**src/rtl/mos6510_io_port.sv**
```systemverilog
// 6510 on-chip I/O port: DDR/DR registers, read-back mux ahead of the system bus,
// pin resolution with pull-ups, and the capacitive fade of pin-less port bits.
module mos6510_io_port #(
  parameter int unsigned WIDTH       = 8,
  parameter logic [15:0] DDR_ADDR    = 16'h0000,
  parameter logic [15:0] DR_ADDR     = 16'h0001,
  parameter logic [7:0]  PULLUP_MASK = 8'hFF,
  parameter logic [7:0]  FLOAT_MASK  = 8'hC0,
  parameter int unsigned FADE_CYCLES = 350000
) (
  input  logic             clk,
  input  logic             reset_n,
  input  logic             cpu_en,
  input  logic [15:0]      ab,
  input  logic             we,
  input  logic [7:0]       dout,
  input  logic [7:0]       bus_di,
  output logic [7:0]       cpu_di,
  input  logic [WIDTH-1:0] pi,
  output logic [WIDTH-1:0] po,
  output logic [WIDTH-1:0] po_oe,
  output logic [WIDTH-1:0] port_val,
  output logic             port_hit
);

  localparam int unsigned      CNT_W    = $clog2(FADE_CYCLES + 1);
  localparam logic [CNT_W-1:0] CNT_LOAD = CNT_W'(FADE_CYCLES);
  localparam logic [WIDTH-1:0] PULL_W   = PULLUP_MASK[WIDTH-1:0];
  localparam logic [WIDTH-1:0] FLOAT_W  = FLOAT_MASK[WIDTH-1:0];

  logic [WIDTH-1:0] r_ddr;
  logic [WIDTH-1:0] r_dr;
  logic [WIDTH-1:0] w_fade;
  logic [WIDTH-1:0] w_dr_rd;
  logic             w_hit_ddr;
  logic             w_hit_dr;
  logic             w_wr_ddr;
  logic             w_wr_dr;

  assign w_hit_ddr = (ab == DDR_ADDR);
  assign w_hit_dr  = (ab == DR_ADDR);
  assign port_hit  = w_hit_ddr | w_hit_dr;
  assign w_wr_ddr  = cpu_en & we & w_hit_ddr;
  assign w_wr_dr   = cpu_en & we & w_hit_dr;

  // Direction and data registers; reset wins over a same-cycle write.
  always_ff @(posedge clk) begin
    if (!reset_n) begin
      r_ddr <= '0;
      r_dr  <= '0;
    end else begin
      if (w_wr_ddr) r_ddr <= dout[WIDTH-1:0];
      if (w_wr_dr)  r_dr  <= dout[WIDTH-1:0];
    end
  end

  // Fade latch per pin-less bit: tracks dr while driven, decays after release.
  for (genvar i = 0; i < WIDTH; i++) begin : g_bit
    if (FLOAT_MASK[i]) begin : g_float
      logic [CNT_W-1:0] r_cnt;
      logic             r_fade;

      always_ff @(posedge clk) begin
        if (!reset_n) begin
          r_cnt  <= '0;
          r_fade <= 1'b0;
        end else if (r_ddr[i]) begin
          r_cnt  <= CNT_LOAD;
          r_fade <= r_dr[i];
        end else if (cpu_en && (r_cnt != '0)) begin
          r_cnt <= r_cnt - CNT_W'(1);
          if (r_cnt == CNT_W'(1)) r_fade <= 1'b0;
        end
      end

      assign w_fade[i] = r_fade;
    end else begin : g_pin
      assign w_fade[i] = 1'b0;
    end
  end

  assign po       = r_dr;
  assign po_oe    = r_ddr;
  assign port_val = (r_ddr & r_dr) | (~r_ddr & PULL_W);
  assign w_dr_rd  = (r_ddr & r_dr) | (~r_ddr & ((FLOAT_W & w_fade) | (~FLOAT_W & pi)));

  // Port registers take precedence over external bus data.
  always_comb begin
    cpu_di = bus_di;
    if (w_hit_ddr)     cpu_di = 8'(r_ddr);
    else if (w_hit_dr) cpu_di = 8'(w_dr_rd);
  end

endmodule

```
**config.mk**
```make
export PLATFORM = sky130hd
export DESIGN_NAME = mos6510_io_port
export DESIGN_NICKNAME = d
export VERILOG_FILES = /design/src/rtl/mos6510_io_port.sv
export SDC_FILE = /design/constraint.sdc
export NUM_CORES = 1
export LEC_CHECK = 0
export ABC_CLOCK_PERIOD_IN_PS = 3750
export BUFFER_PORTS_ARGS = -buffer_cell sky130_fd_sc_hd__buf_2
export CAP_MARGIN = 25
export CORE_MARGIN = 2
export CORE_UTILIZATION = 55
export DETAILED_ROUTE_END_ITERATION = 8
export HOLD_SLACK_MARGIN = 0.05
export PLACE_DENSITY = 0.83
export SYNTH_ARGS = -nofsm -noshare
export SYNTH_HDL_FRONTEND = slang
export SYNTH_SLANG_ARGS = --single-unit
```
**constraint.sdc**
```tcl
create_clock -name clk -period 3.75 [get_ports clk]
set_input_delay 0.375 -clock clk [delete_from_list [all_inputs] [get_ports clk]]
set_output_delay 0.375 -clock clk [all_outputs]
set_load 0.005 [all_outputs]
```
# Word-level counts from Yosys, hierarchy flattened
# Index checks and enable logic that the tools add are counted.
[totals] out_inout_bits=33 in_bits=44 register_bits=56
[op_classes] bitwise_logic=11 n_reduce_logical=13 add_sub_neg=2 mux=12 eq_ne=3
[op_table] op="$mux 19" n=4
[op_table] op="$eq 19x1->1 const B" n=2
[op_table] op="$reduce_bool 19->1" n=2
[op_table] op="$sub 19x1->19 const B" n=2
[op_table] op="$and 8x8->8" n=2
[op_table] op="$eq 16x1->1 const B" n=1
[op_table] op="$logic_not 16->1" n=1
[op_table] op="$mux 8" n=2
[op_table] op="$or 8x8->8" n=2
[op_table] op="$not 8->8" n=1
[op_table] op="$or 8x6->8" n=1
[op_table] op="$reduce_bool 2->1" n=4
[op_table] op="$mux 1" n=6
[op_table] op="$reduce_and 2->1" n=2
[op_table] op="$reduce_or 2->1" n=2
[op_table] op="$and 1x1->1" n=3
[op_table] op="$logic_and 1x1->1" n=2
[op_table] op="$not 1->1" n=1
[op_table] op="$or 1x1->1" n=1

# Depth between registers and ports, before layout
# Gate-level depths: netlist of the first run.
[logic_depth] depth_word=5 mapped_depth=8 depth_no_buf=7

# Worst setup path after synthesis of the first run
# OpenSTA, ideal clock, no wires.
[synth_timing] path_kind="flip-flop to flip-flop" start="reg g_bit[7].g_float.r_cnt[0]" end="reg g_bit[7].g_float.r_fade" path_slack_ns=1.620 setup_time_ns=0.086 arrival_time_ns=2.044 stages_incl_launch_ff=8 cell_sequence="dfxtp_1 -> inv_1 -> ha_1 -> or3b_2 -> or4_1 -> buf_2 -> o21a_4 -> a221oi_2"
[synth_via] elab_chain_len=4
[synth_rtl] element="from (decl)" line_no="60" text="logic [CNT_W-1:0] r_cnt;"
[synth_rtl] element="from (signal assigned)" line_no="71" text="r_cnt <= r_cnt - CNT_W'(1);"
[synth_rtl] element="$reduce_bool 19->1" line_no="70" text="end else if (cpu_en && (r_cnt != '0)) begin"
[synth_rtl] element="$logic_and 1x1->1" line_no="70"
[synth_rtl] element="$reduce_bool 2->1 (no source line)"
[synth_rtl] element="$reduce_and 2->1 (no source line) (*)"
[synth_rtl] element="to (signal assigned)" line_no="69" text="r_fade <= r_dr[i];"
[synth_rtl] element="to (decl)" line_no="61" text="logic r_fade;"
# Mark *: on every way between the ends. The rest lies on a longest branch, timed or not.
# A chain may end at the register's enable or synchronous reset.

# Worst setup path in the final report of the first run
[layout_timing] start="in ab[9]" end="out cpu_di[7]"
[layout_via] elab_chain_len=3
[layout_rtl] element="from (decl)" line_no="14" text="input logic [15:0] ab,"
[layout_rtl] element="$eq 16x1->1" line_no="41" text="assign w_hit_dr = (ab == DR_ADDR);"
[layout_rtl] element="$mux 8" line_no="91" text="else if (w_hit_dr) cpu_di = 8'(w_dr_rd);"
[layout_rtl] element="$mux 8 (*)" line_no="90" text="if (w_hit_ddr) cpu_di = 8'(r_ddr);"
[layout_rtl] element="to (decl)" line_no="18" text="output logic [7:0] cpu_di,"
# Marks and branches as above.

==> impl_results.md, run 1 <==
- Commonest cells in the netlist: dfxtp_1 (56), nor2_1 (40), xnor2_1 (22), a21oi_1 (21), nand2_1 (18)
- Min-delay src: dout[6]
- H-Tree Depth: 2
- Largest net degree at the start of global routing: 29
- Quantity of hold-fixing buffers added after cts: 0
- Post-Place Worst Slack: roughly 1100 ps
- Row cnt: 26
- TritonCTS clock tree: yes
- Cells after DPL: between 400 and 500
- Vias in the first global route: between 2,000 and 3,000
- Tmin final: between 2000 and 3000 ps
- Final Hold Violating Endpoints: 0
- Largest family of logic cells by synthesized area: simple AND/OR/NAND/NOR gates
- First-pass GRT wire length: about 12,000 microns
- TNS Setup: 0 ps
- Share of post-route cells with drive strength above 1: 24.26%
- Worst hold path class: primary input to register
- RSZ-0062 raised after global routing: false
- Count leader, synth: dfxtp_1
- Hold path depth: 3
- 1st-iter DRT viols: 116
- Mux contribution to synthesized area: between 6 and 7%
- Final setup fails: 0
- Crit Reg-Reg Startpoint: g_bit[7].g_float.r_cnt[0]
- Vias per Instance: roughly 5.7
- Synth area leader: dfxtp_1
- # port buffers: 74
- Post-Synth XOR/XNOR Area: about 8.5%
- Post-CTS Setup Inserts: 0
- R2R cell count: 7
- Required @ worst endpoint: 3380 ps
- Final hold slack: a little over 300 ps
- Synth warnings: 0
- Post-synth EDFFs: 0
- Rel. slew slack: between 40% and 50%
- Crit share post-route: a little over 70%
- Post-synthesis cell type count: 49
- Post-Synth Adder-Cell Area: about 1.7%
- Critical Path Source Type: primary input
- Most used DFF post-synth: dfxtp_1
- # clock sinks: 56
- ANT cells: 0
- Sink of the worst hold path: po[6]
- Flops & latches, synth: 56
- Max Cap Viol: 0
- Syn_nets: 381
- Final worst setup slack: 1085 ps
- Setup CP Type: primary input to primary output
- Critical path endpoint category: primary output
- Cts repair resizes: 0
- Worst slew pin tran: about 860 ps
- Fin Clk Skew: 5.618 ps
- Layout Nets: 451
- P per Cell Area: 805.6 mW/mm^2
- Die ar.: approximately 0.0059 sq mm
- Maximum VDD drop: 0.0003869 V
- Vias: roughly 2,700
- Sw Ratio: approximately 43%
- Syn_area_per_cell: a little under 9 sq um
- WP data arrival: ~2300 ps
- Slack of the worst reg-to-reg path: approximately 1400 ps
- Worst r2r dst: g_bit[7].g_float.r_cnt[3]
- Post-route DRC: 0
- Die Width: ~77 microns
- Clock share of power: approximately 14%
- Wire per inst: 14.29 microns
- Reg clk slew, reported paths: 100 ps
- Clk_lat worst skew: just over 300 ps
- Final ANT Viol Nets: 0
- Ports: between 70 and 80
- Core Area: about 0.0051 sq mm
- Total power: 2.755 mW
- Compound-Gate Fraction of Synth Area: about a fifth
- Combinational share of power: 52.6%
- Synth top area share: 38.75%
- Routed wire length: around 6800 microns
- Pre-antenna DRT Iters: 4
- GP Congestion: between 0.8 and 0.9
- Max frequency: 375.3 MHz
- Post-Syn Area: 0.002893 sq mm
- Area Overhead vs Synth: 18.21%
- Synth area leaders: dfxtp_1 (39%), xnor2_1 (6.7%), mux2i_1 (5.5%), nor2_1 (5.2%), a21oi_1 (3.6%)
- Sequential share of power: between 30 and 40%
- Post-DP HPWL: 5009 microns
- Cell-internal power: around 1.6 mW
- Sequential cell area fraction in the yosys report: between 30% and 40%
- Height of the die: 76.53 microns
- Post-Layout Cell Count: about 470
- Synth Area in Simple Gates: 22.19%
- Slew Limit Fails: 0
- CTS Buf Count: 5
- Outcome: complete, no violations
- Initial antenna violation count: 0
- Gr ovfl total: 0
- Root Buffer: clkbuf_8
- Asr flop ratio synth: 0%
- Cell count after synthesis: ~330
- Sw power: about 1.2 mW
- Maximum clock insertion buffer count: 2
- Pleak: 1.405 nW
- Gr usage total: roughly 24%
- Starting Density: a little under three fifths
- Worst-path maximum fanout: 16
## cell type report
type | count | area (sq um)
tap | 70 | 87.58
clock buffer | 5 | 68.82
clock inverter | 3 | 42.54
multi-input combinational | 249 | 1665
fill | 426 | 1688
timing repair buffer | 74 | 370.4
inverter | 17 | 63.81
sequential | 56 | 1121
## per-stage QoR
stage | util (%) | instance area [sq um]
6_report | 66.95 | 3420
3_3_place_gp | 64.77 | 3308
2_1_floorplan | - | 2893
4_1_cts | 66.95 | 3420
5_1_grt | 66.95 | 3420
3_5_place_dp | 64.77 | 3308
## layer usage
layer	track usage, %	routed length (microns)	up-vias
met2	43.10	3317	99
met3	4.976	370	12
met1	28.93	2981	1265
met4	9.818	103	0
li1	-	-	1345
met5	0	0	-
## power groups by stage
stage	Combinational [mW]	Clock (mW)	Sequential, mW
after floorplan	1.19	0	0.879
after global placement	1.39	0	0.908
after detailed placement	1.42	0	0.918
after CTS	1.44	0.404	0.904
after global routing	1.61	0.425	0.930
final	1.45	0.398	0.908
## flip-flops by register name, indices dropped and copies added, names as in the netlist
register,flops
g_bit.g_float.r_fade,2
po_oe,8
g_bit.g_float.r_cnt,38
po,8
## worst max-delay path by stage
stage,start,end,slack [ps],depth (start not counted)
global route,ab[9],cpu_di[7],820,6
floorplan,g_bit[7].g_float.r_cnt[0],g_bit[7].g_float.r_fade,1620,7
finish,ab[9],cpu_di[7],1090,6
global placement,ab[9],cpu_di[7],1120,6
detailed placement,ab[9],cpu_di[7],1130,6
CTS,ab[9],cpu_di[7],1110,6
## logic make-up (layout without fill, tap and decap cells)
| group | count (synthesis) | count (layout) |
|---|---|---|
| buf+inv | 28 | 99 |
| flops | 56 | 56 |
| fa+ha+maj | 4 | 4 |
| compound gates | 76 | 76 |
| mux | 18 | 18 |
| xor+xnor | 28 | 28 |
| simple gates | 123 | 123 |
## critical path: stages
cell and delay, ps:
buf_2 100, nor4_1 410, nand4_1 650, a311oi_1 520, a21o_1 120, buf_2 100
## placed cells by master (no fill, tap or decap), drive strengths merged, types with 2 or more instances in the layout
master	n
a21boi	6
o21ai	6
nor2	40
a2111oi	3
a31oi	3
a21oi	21
mux2	2
nand2b	3
mux2i	16
xor2	6
buf	74
clkbuf	5
a21o	7
or3b	2
nand2	18
nor4	9
a311oi	7
nand4	5
a211oi	5
or2	3
o31ai	4
or4	8
inv	17
o211ai	8
nand3	3
ha	4
nor3	17
o21a	3
dfxtp	56
xnor2	22
or3	10
No activity file was read; power rests on OpenSTA's default activity.
==> inputs of run 2 (changes only) <==
Settings changed: ABC_AREA set to 1, ABC_CLOCK_PERIOD_IN_PS 3750 to 2300, CORE_UTILIZATION 55 to 49, PLACE_DENSITY 0.83 to 0.76.
Clock period 3.75 ns to 2.3 ns, I/O delays scaled along.
==> run 2 against run 1 <==
Net effect: worst setup slack worse by 770 ps; die area up 33%; largest cell class unchanged; critical path depth up 5; largest power group unchanged; via count up 36%.
==> impl_results.md, run 2 <==
- Share of post-route cells with drive strength above 1: 17.68% (was 24.26%)
- Synth warnings: 0 (unchanged)
- Post-Place Worst Slack: 252.3 ps (was 1131 ps)
- Synth top area share: 32.24% (was 38.75%)
- Worst-path maximum fanout: 22 (was 16)
- Fin Clk Skew: 11.54 ps (was 5.618 ps)
- Starting Density: 50.90% (was 56.64%)
- Mux contribution to synthesized area: 0% (was 6.315%)
- Ports: 77 (unchanged)
- Largest Register: g_bit.g_float.r_cnt (unchanged)
- Root Buffer: clkbuf_8 (unchanged)
- Setup CP Type: register to register (was primary input to primary output)
- Tmin final: 1988 ps
- Rel. slew slack: 63.58% (was 42.13%)
- Post-Syn Area: 0.003477 sq mm (was 0.002893 sq mm)
- Clock share of power: 12.1% (was 14.4%)
- Gr ovfl total: 0 (unchanged)
- Maximum VDD drop: 0.0008546 V (was 0.0003869 V)
- Fillers: 701 (was 426)
- Die ar.: 0.007786 sq mm (was 0.005856 sq mm)
- Wire per inst: 12.22 microns (was 14.29 microns)
- Max frequency: just over 500 MHz
- Max Cap Viol: 0 (unchanged)
- Layout Nets: 669 (was 451)
- Largest family of logic cells by synthesized area: simple AND/OR/NAND/NOR gates (unchanged)
- Total power: 5.504 mW (was 2.755 mW)
- Quantity of hold-fixing buffers added after cts: 0 (unchanged)
- Core Area: 0.006832 sq mm (was 0.005107 sq mm)
- Vias: 3,703 (was 2,721)
- Critical path endpoint category: register (was primary output)
- RSZ-0062 raised after global routing: false (unchanged)
- Uppermost routed layer: met4 (unchanged)
- Post-DP HPWL: 6711 microns (was 5009 microns)
- Post-route DRC: 0 (unchanged)
- Commonest non-fill, non-tap cell in the layout: nand2_1 (was buf_2)
- Metal3 WL: 511 microns (was 370 microns)
- Synth area leaders: dfxtp_1 (32%), nand2_1 (16%), nor2_1 (8.9%), a21oi_1 (6.9%), inv_1 (6.8%) (was dfxtp_1 (39%), xnor2_1 (6.7%), mux2i_1 (5.5%), nor2_1 (5.2%), a21oi_1 (3.6%))
- Sw power: 2.766 mW (was 1.196 mW)
- Final Hold Violating Endpoints: 0 (unchanged)
- Gr usage total: 23.19% (was 24.43%)
- Initial antenna violation count: 0 (unchanged)
- Pleak: 1.963 nW (was 1.405 nW)
- Post-Synth Adder-Cell Area: 1.439% (was 1.730%)
- Met1 Wirelength: 4085 microns (was 2981 microns)
- Worst hold path class: primary input to register (unchanged)
- # clock sinks: 56 (unchanged)
- Sw Ratio: 50.25% (was 43.40%)
- Final setup fails: 0 (unchanged)
- Cells after DPL: 710 (was 466)
- Reg clk slew, reported paths: 110 ps (was 100 ps)
- Slew Limit Fails: 0 (unchanged)
- Worst slew pin tran: 544.7 ps (was 863.4 ps)
- Area Overhead vs Synth: 15.62% (was 18.21%)
- H-Tree Depth: 2 (unchanged)
- First-pass GRT wire length: 14,740 microns (was 11,900 microns)
- WP data arrival: 2210 ps (was 2290 ps)
- CTS Buf Count: 5 (unchanged)
- P per Cell Area: 1369 mW/mm^2 (was 805.6 mW/mm^2)
- Syn_nets: 596 (was 381)
- TritonCTS clock tree: yes (unchanged)
- Routed met2 length: 4109 microns (was 3317 microns)
- Required @ worst endpoint: 2520 ps (was 3380 ps)
- Post-CTS Setup Inserts: 0 (unchanged)
- Critical Path Source Type: register (was primary input)
- Outcome: complete, no violations (unchanged)
- ANT cells: 0 (unchanged)
- Pre-antenna DRT Iters: 5 (was 4)
- Post-Layout Cell Count: 718 (was 474)
- Synth area leader: dfxtp_1 (unchanged)
- Syn_area_per_cell: 6.345 sq um (was 8.687 sq um)
- Cts repair resizes: 0 (unchanged)
- Post-synth EDFFs: 0 (unchanged)
- GP Congestion: 0.8230 (was 0.8295)
- Final core occ: 58.85% (was 66.95%)
- Max reg flops: 38 (unchanged)
- Count leader, synth: nand2_1 (was dfxtp_1)
- Final worst setup slack: 311.8 ps (was 1085 ps)
- Sequential cell area fraction in the yosys report: 32.24% (was 38.75%)
- Vias in the first global route: 3,441 (was 2,697)
- # port buffers: 74 (unchanged)
- Die Width: 88.24 microns (was 76.53 microns)
- Cell count after synthesis: 548 (was 333)
- Cell-internal power: 2.739 mW (was 1.559 mW)
- Final ANT Viol Nets: 0 (unchanged)
- Post-Synth XOR/XNOR Area: 3.023% (was 8.478%)
- Most frequent cells in the layout: nand2_1 (145), nor2_1 (82), buf_2 (74), inv_1 (63), dfxtp_1 (56) (was buf_2 (74), dfxtp_1 (56), nor2_1 (40), xnor2_1 (22), a21oi_1 (21))
- Largest net degree at the start of global routing: 23 (was 29)
- Commonest cells in the netlist: nand2_1 (145), nor2_1 (82), inv_1 (63), dfxtp_1 (56), a21oi_1 (48) (was dfxtp_1 (56), nor2_1 (40), xnor2_1 (22), a21oi_1 (21), nand2_1 (18))
- Row cnt: 30 (was 26)
- Post-route cell area: 0.004020 sq mm (was 0.003420 sq mm)
- Post-synthesis cell type count: 36 (was 49)
- Compound-Gate Fraction of Synth Area: 12.70% (was 18.86%)
- Routed wire length: 8772 microns (was 6772 microns)
- Crit share post-route: between 80% and 90%
- Sequential share of power: 27.5% (was 33.0%)
- Maximum clock insertion buffer count: 2 (unchanged)
- Most used DFF post-synth: dfxtp_1 (unchanged)
- Asr flop ratio synth: 0% (unchanged)
- Combinational share of power: 60.4% (was 52.6%)
- Clk_lat worst skew: 320 ps (was 310 ps)
- 1st-iter DRT viols: 235 (was 116)
- Synth Area in Simple Gates: 40.27% (was 22.19%)
- Final hold slack: 192.4 ps (was 304.0 ps)
- Height of the die: 88.24 microns (was 76.53 microns)
- Post-DP Area: 0.003913 sq mm (was 0.003308 sq mm)
- Flops & latches, synth: 56 (unchanged)
- Vias per Instance: 5.157 (was 5.741)
- TNS Setup: 0 ps (unchanged)
==> run 2: path summary, 6_finish.rpt <==
check / from / to / slack [ps] / depth (start not counted)
worst max-delay path: g_bit[6].g_float.r_cnt[0] / g_bit[6].g_float.r_cnt[8] / 310 / 11
worst min-delay path: dout[3] / po[3] / 190 / 3
worst max register to register: g_bit[6].g_float.r_cnt[0] / g_bit[6].g_float.r_cnt[8] / 310 / 11
worst min register to register: g_bit[7].g_float.r_cnt[18] / g_bit[7].g_float.r_cnt[18] / 480 / 2
==> run 2: cell type report <==
class | count | area [sq um] | area share (%)
multi-input cells | 410 | 1997 | 49.67
flip-flops and latches | 56 | 1121 | 27.89
repair buffers | 81 | 422.9 | 10.52
inverters | 67 | 251.5 | 6.256
well taps | 96 | 120.1 | 2.988
clock buffers | 6 | 72.57 | 1.805
clock inverters | 2 | 35.03 | 0.8715
==> run 2: cells by family after synthesis <==
logic type                 count (synthesis)
AOI/OAI and AO/OA                         86
adders and majority gates                  4
xor gates and xnor gates                  12
and+or+nand+nor                          308
DFF                                       56
buffers and inverters                     82
==> run 2: worst max-delay path: stages (launching register included) <==
cell and delay (ps):
dfxtp_1 340, inv_1 150, ha_1 230, nand2_1 150, nor2_4 230, nand3_4 130
nand2_4 230, inv_2 150, nand2_1 100, nand3_1 70, nand2_1 60, inv_1 40
==> run 2: layer usage <==
layer | GRT usage (%) | vias up
li1 | - | 1907
met4 | 5.234 | 0
met5 | 0 | -
met2 | 40.05 | 115
met3 | 4.478 | 6
met1 | 30.09 | 1675
==> run 2: power by group through the flow <==
stage                     sequential, mW  clock [mW]  combinational (mW)
after floorplan                     1.46           0                2.82
after global placement              1.52           0                3.19
after detailed placement            1.53           0                3.30
after CTS                           1.51       0.667                3.31
after global routing                1.55       0.707                3.83
final                               1.51       0.664                3.33
==> inputs of run 3 (changes only) <==
Settings changed: ABC_CLOCK_PERIOD_IN_PS 2300 to 2350, CORE_UTILIZATION 49 to 55, PLACE_DENSITY 0.76 to 0.81.
Clock period 2.3 ns to 2.35 ns, I/O delays scaled along.
==> run 3 against run 2 <==
Net effect: sequential power about the same; sequential cell count stayed put; clock skew decreased by 0.90 ps; sequential share of layout area up 0.17 points; critical endpoint is now cpu_di[7].
==> impl_results.md, run 3 (same netlist as run 2, synthesis figures left out) <==
- Outcome: complete, no violations (unchanged)
- Height of the die: 83.51 microns (was 88.24 microns)
- Max frequency: 497.9 MHz
- Gr usage total: 24.19% (was 23.19%)
- Slew Limit Fails: 0 (unchanged)
- 1st-iter DRT viols: 220 (was 235)
- Post-DP Area: 0.003879 sq mm (was 0.003913 sq mm)
- Post-route DRC: 0 (unchanged)
- Vias in the first global route: 3,392 (was 3,441)
- Setup CP Type: primary input to primary output (was register to register)
- Area Overhead vs Synth: 14.90% (was 15.62%)
- H-Tree Depth: 2 (unchanged)
- Gr ovfl total: 0 (unchanged)
- Layout Nets: 668 (was 669)
- Starting Density: 57.70% (was 50.90%)
- Routed wire length: 8592 microns (was 8772 microns)
- Final worst setup slack: 341.7 ps (was 311.8 ps)
- Wire per inst: 12.34 microns (was 12.22 microns)
- Final setup fails: 0 (unchanged)
- Vias: 3,697 (was 3,703)
- Initial antenna violation count: 0 (unchanged)
- Max reg flops: 38 (unchanged)
- Final ANT Viol Nets: 0 (unchanged)
- Post-DP HPWL: 6478 microns (was 6711 microns)
- First-pass GRT wire length: 14,320 microns (was 14,740 microns)
- Post-Place Worst Slack: 269.5 ps (was 252.3 ps)
- P per Cell Area: 1351 mW/mm^2 (was 1369 mW/mm^2)
- GP Congestion: 0.9190 (was 0.8230)
- RSZ-0062 raised after global routing: false (unchanged)
- Maximum VDD drop: 0.0007891 V (was 0.0008546 V)
- Worst-path maximum fanout: 10 (was 22)
- Tmin final: ~2000 ps
- Cells after DPL: 688 (was 710)
- ANT cells: 0 (unchanged)
- TritonCTS clock tree: yes (unchanged)
- Root Buffer: clkbuf_8 (unchanged)
- Row cnt: 28 (was 30)
- Post-CTS Setup Inserts: 0 (unchanged)
- Pleak: 1.962 nW (was 1.963 nW)
- CTS Buf Count: 5 (unchanged)
- Quantity of hold-fixing buffers added after cts: 0 (unchanged)
- Critical Path Source Type: primary input (was register)
- Core Area: 0.006026 sq mm (was 0.006832 sq mm)
- Rel. slew slack: 62.87% (was 63.58%)
- Critical path endpoint category: primary output (was register)
- Most frequent cells in the layout: nand2_1 (145), nor2_1 (82), buf_2 (74), inv_1 (63), dfxtp_1 (56) (unchanged)
- Vias per Instance: 5.312 (was 5.157)
- Final core occ: 66.30% (was 58.85%)
- Pre-antenna DRT Iters: 6 (was 5)
- Fin Clk Skew: 10.65 ps (was 11.54 ps)
- # port buffers: 74 (unchanged)
- Required @ worst endpoint: 2120 ps (was 2520 ps)
- WP data arrival: 1770 ps (was 2210 ps)
- Crit share post-route: 85.46%
- Ports: 77 (unchanged)
- Clk_lat worst skew: 310 ps (was 320 ps)
- Die ar.: 0.006974 sq mm (was 0.007786 sq mm)
- Worst slew pin tran: 555.5 ps (was 544.7 ps)
- Post-route cell area: 0.003995 sq mm (was 0.004020 sq mm)
- Cts repair resizes: 0 (unchanged)
- Die Width: 83.51 microns (was 88.24 microns)
- Largest net degree at the start of global routing: 23 (unchanged)
- Final Hold Violating Endpoints: 0 (unchanged)
- Share of post-route cells with drive strength above 1: 17.71% (was 17.68%)
- Max Cap Viol: 0 (unchanged)
- Post-Layout Cell Count: 696 (was 718)
- # clock sinks: 56 (unchanged)
- Reg clk slew, reported paths: 110 ps (about the same)
- Largest Register: g_bit.g_float.r_cnt (unchanged)
- Maximum clock insertion buffer count: 2 (unchanged)
- Commonest non-fill, non-tap cell in the layout: nand2_1 (unchanged)
- Worst hold path class: primary input to register (unchanged)
- TNS Setup: 0 ps (unchanged)
## run 3: cell count changes in the layout (fill, tap and decap cells not counted), sizes merged
cell and delta:
clkinv +1, buf -1, clkbuf -1
## run 3: final cells by class
| class | instances | area [sq um] |
|---|---|---|
| sequential | 56 | 1121 |
| clock buffer | 5 | 68.82 |
| multi-input combinational | 410 | 1997 |
| inverter | 67 | 251.5 |
| clock inverter | 3 | 47.55 |
| tap | 75 | 93.84 |
| fill | 543 | 2031 |
| timing repair buffer | 80 | 415.4 |
## run 3: stage by stage
stage                     total power [mW]  hold WS, ps
after global placement               4.593        469.9
after global routing                 5.941        186.8
after detailed placement             4.703        468.4
final                                5.396        189.3
after floorplan                      4.184        402.8
after CTS                            5.369        182.6
## run 3: worst max-delay path: stages
cell and delay, ps:
buf_2 90, or2_1 250, nor3_4 380, nand2_1 360
o21ai_0 300, buf_2 160
## run 3: final timing paths
kind                               from                    endpoint  slack, ps  depth (start not counted)
min reg2reg  g_bit[7].g_float.r_cnt[18]  g_bit[7].g_float.r_cnt[18]        490                          2
max                               ab[9]                   cpu_di[7]        340                          6
max reg2reg   g_bit[6].g_float.r_cnt[0]   g_bit[6].g_float.r_cnt[8]        350                         11
min                             dout[6]                       po[6]        190                          3
## run 3: per-layer routing
layer,part of all wire [%],global-route usage [%]
met3,6.6,4.055
met4,0.78,5.572
met2,46,43.04
met1,46,30.72
met5,0,0
## run 3: where the power goes
part,internal (mW),switching (mW),total [mW]
clock,0.322,0.332,0.653
sequential,1.20,0.277,1.48
combinational,1.15,2.11,3.27
total,2.67,2.72,5.40
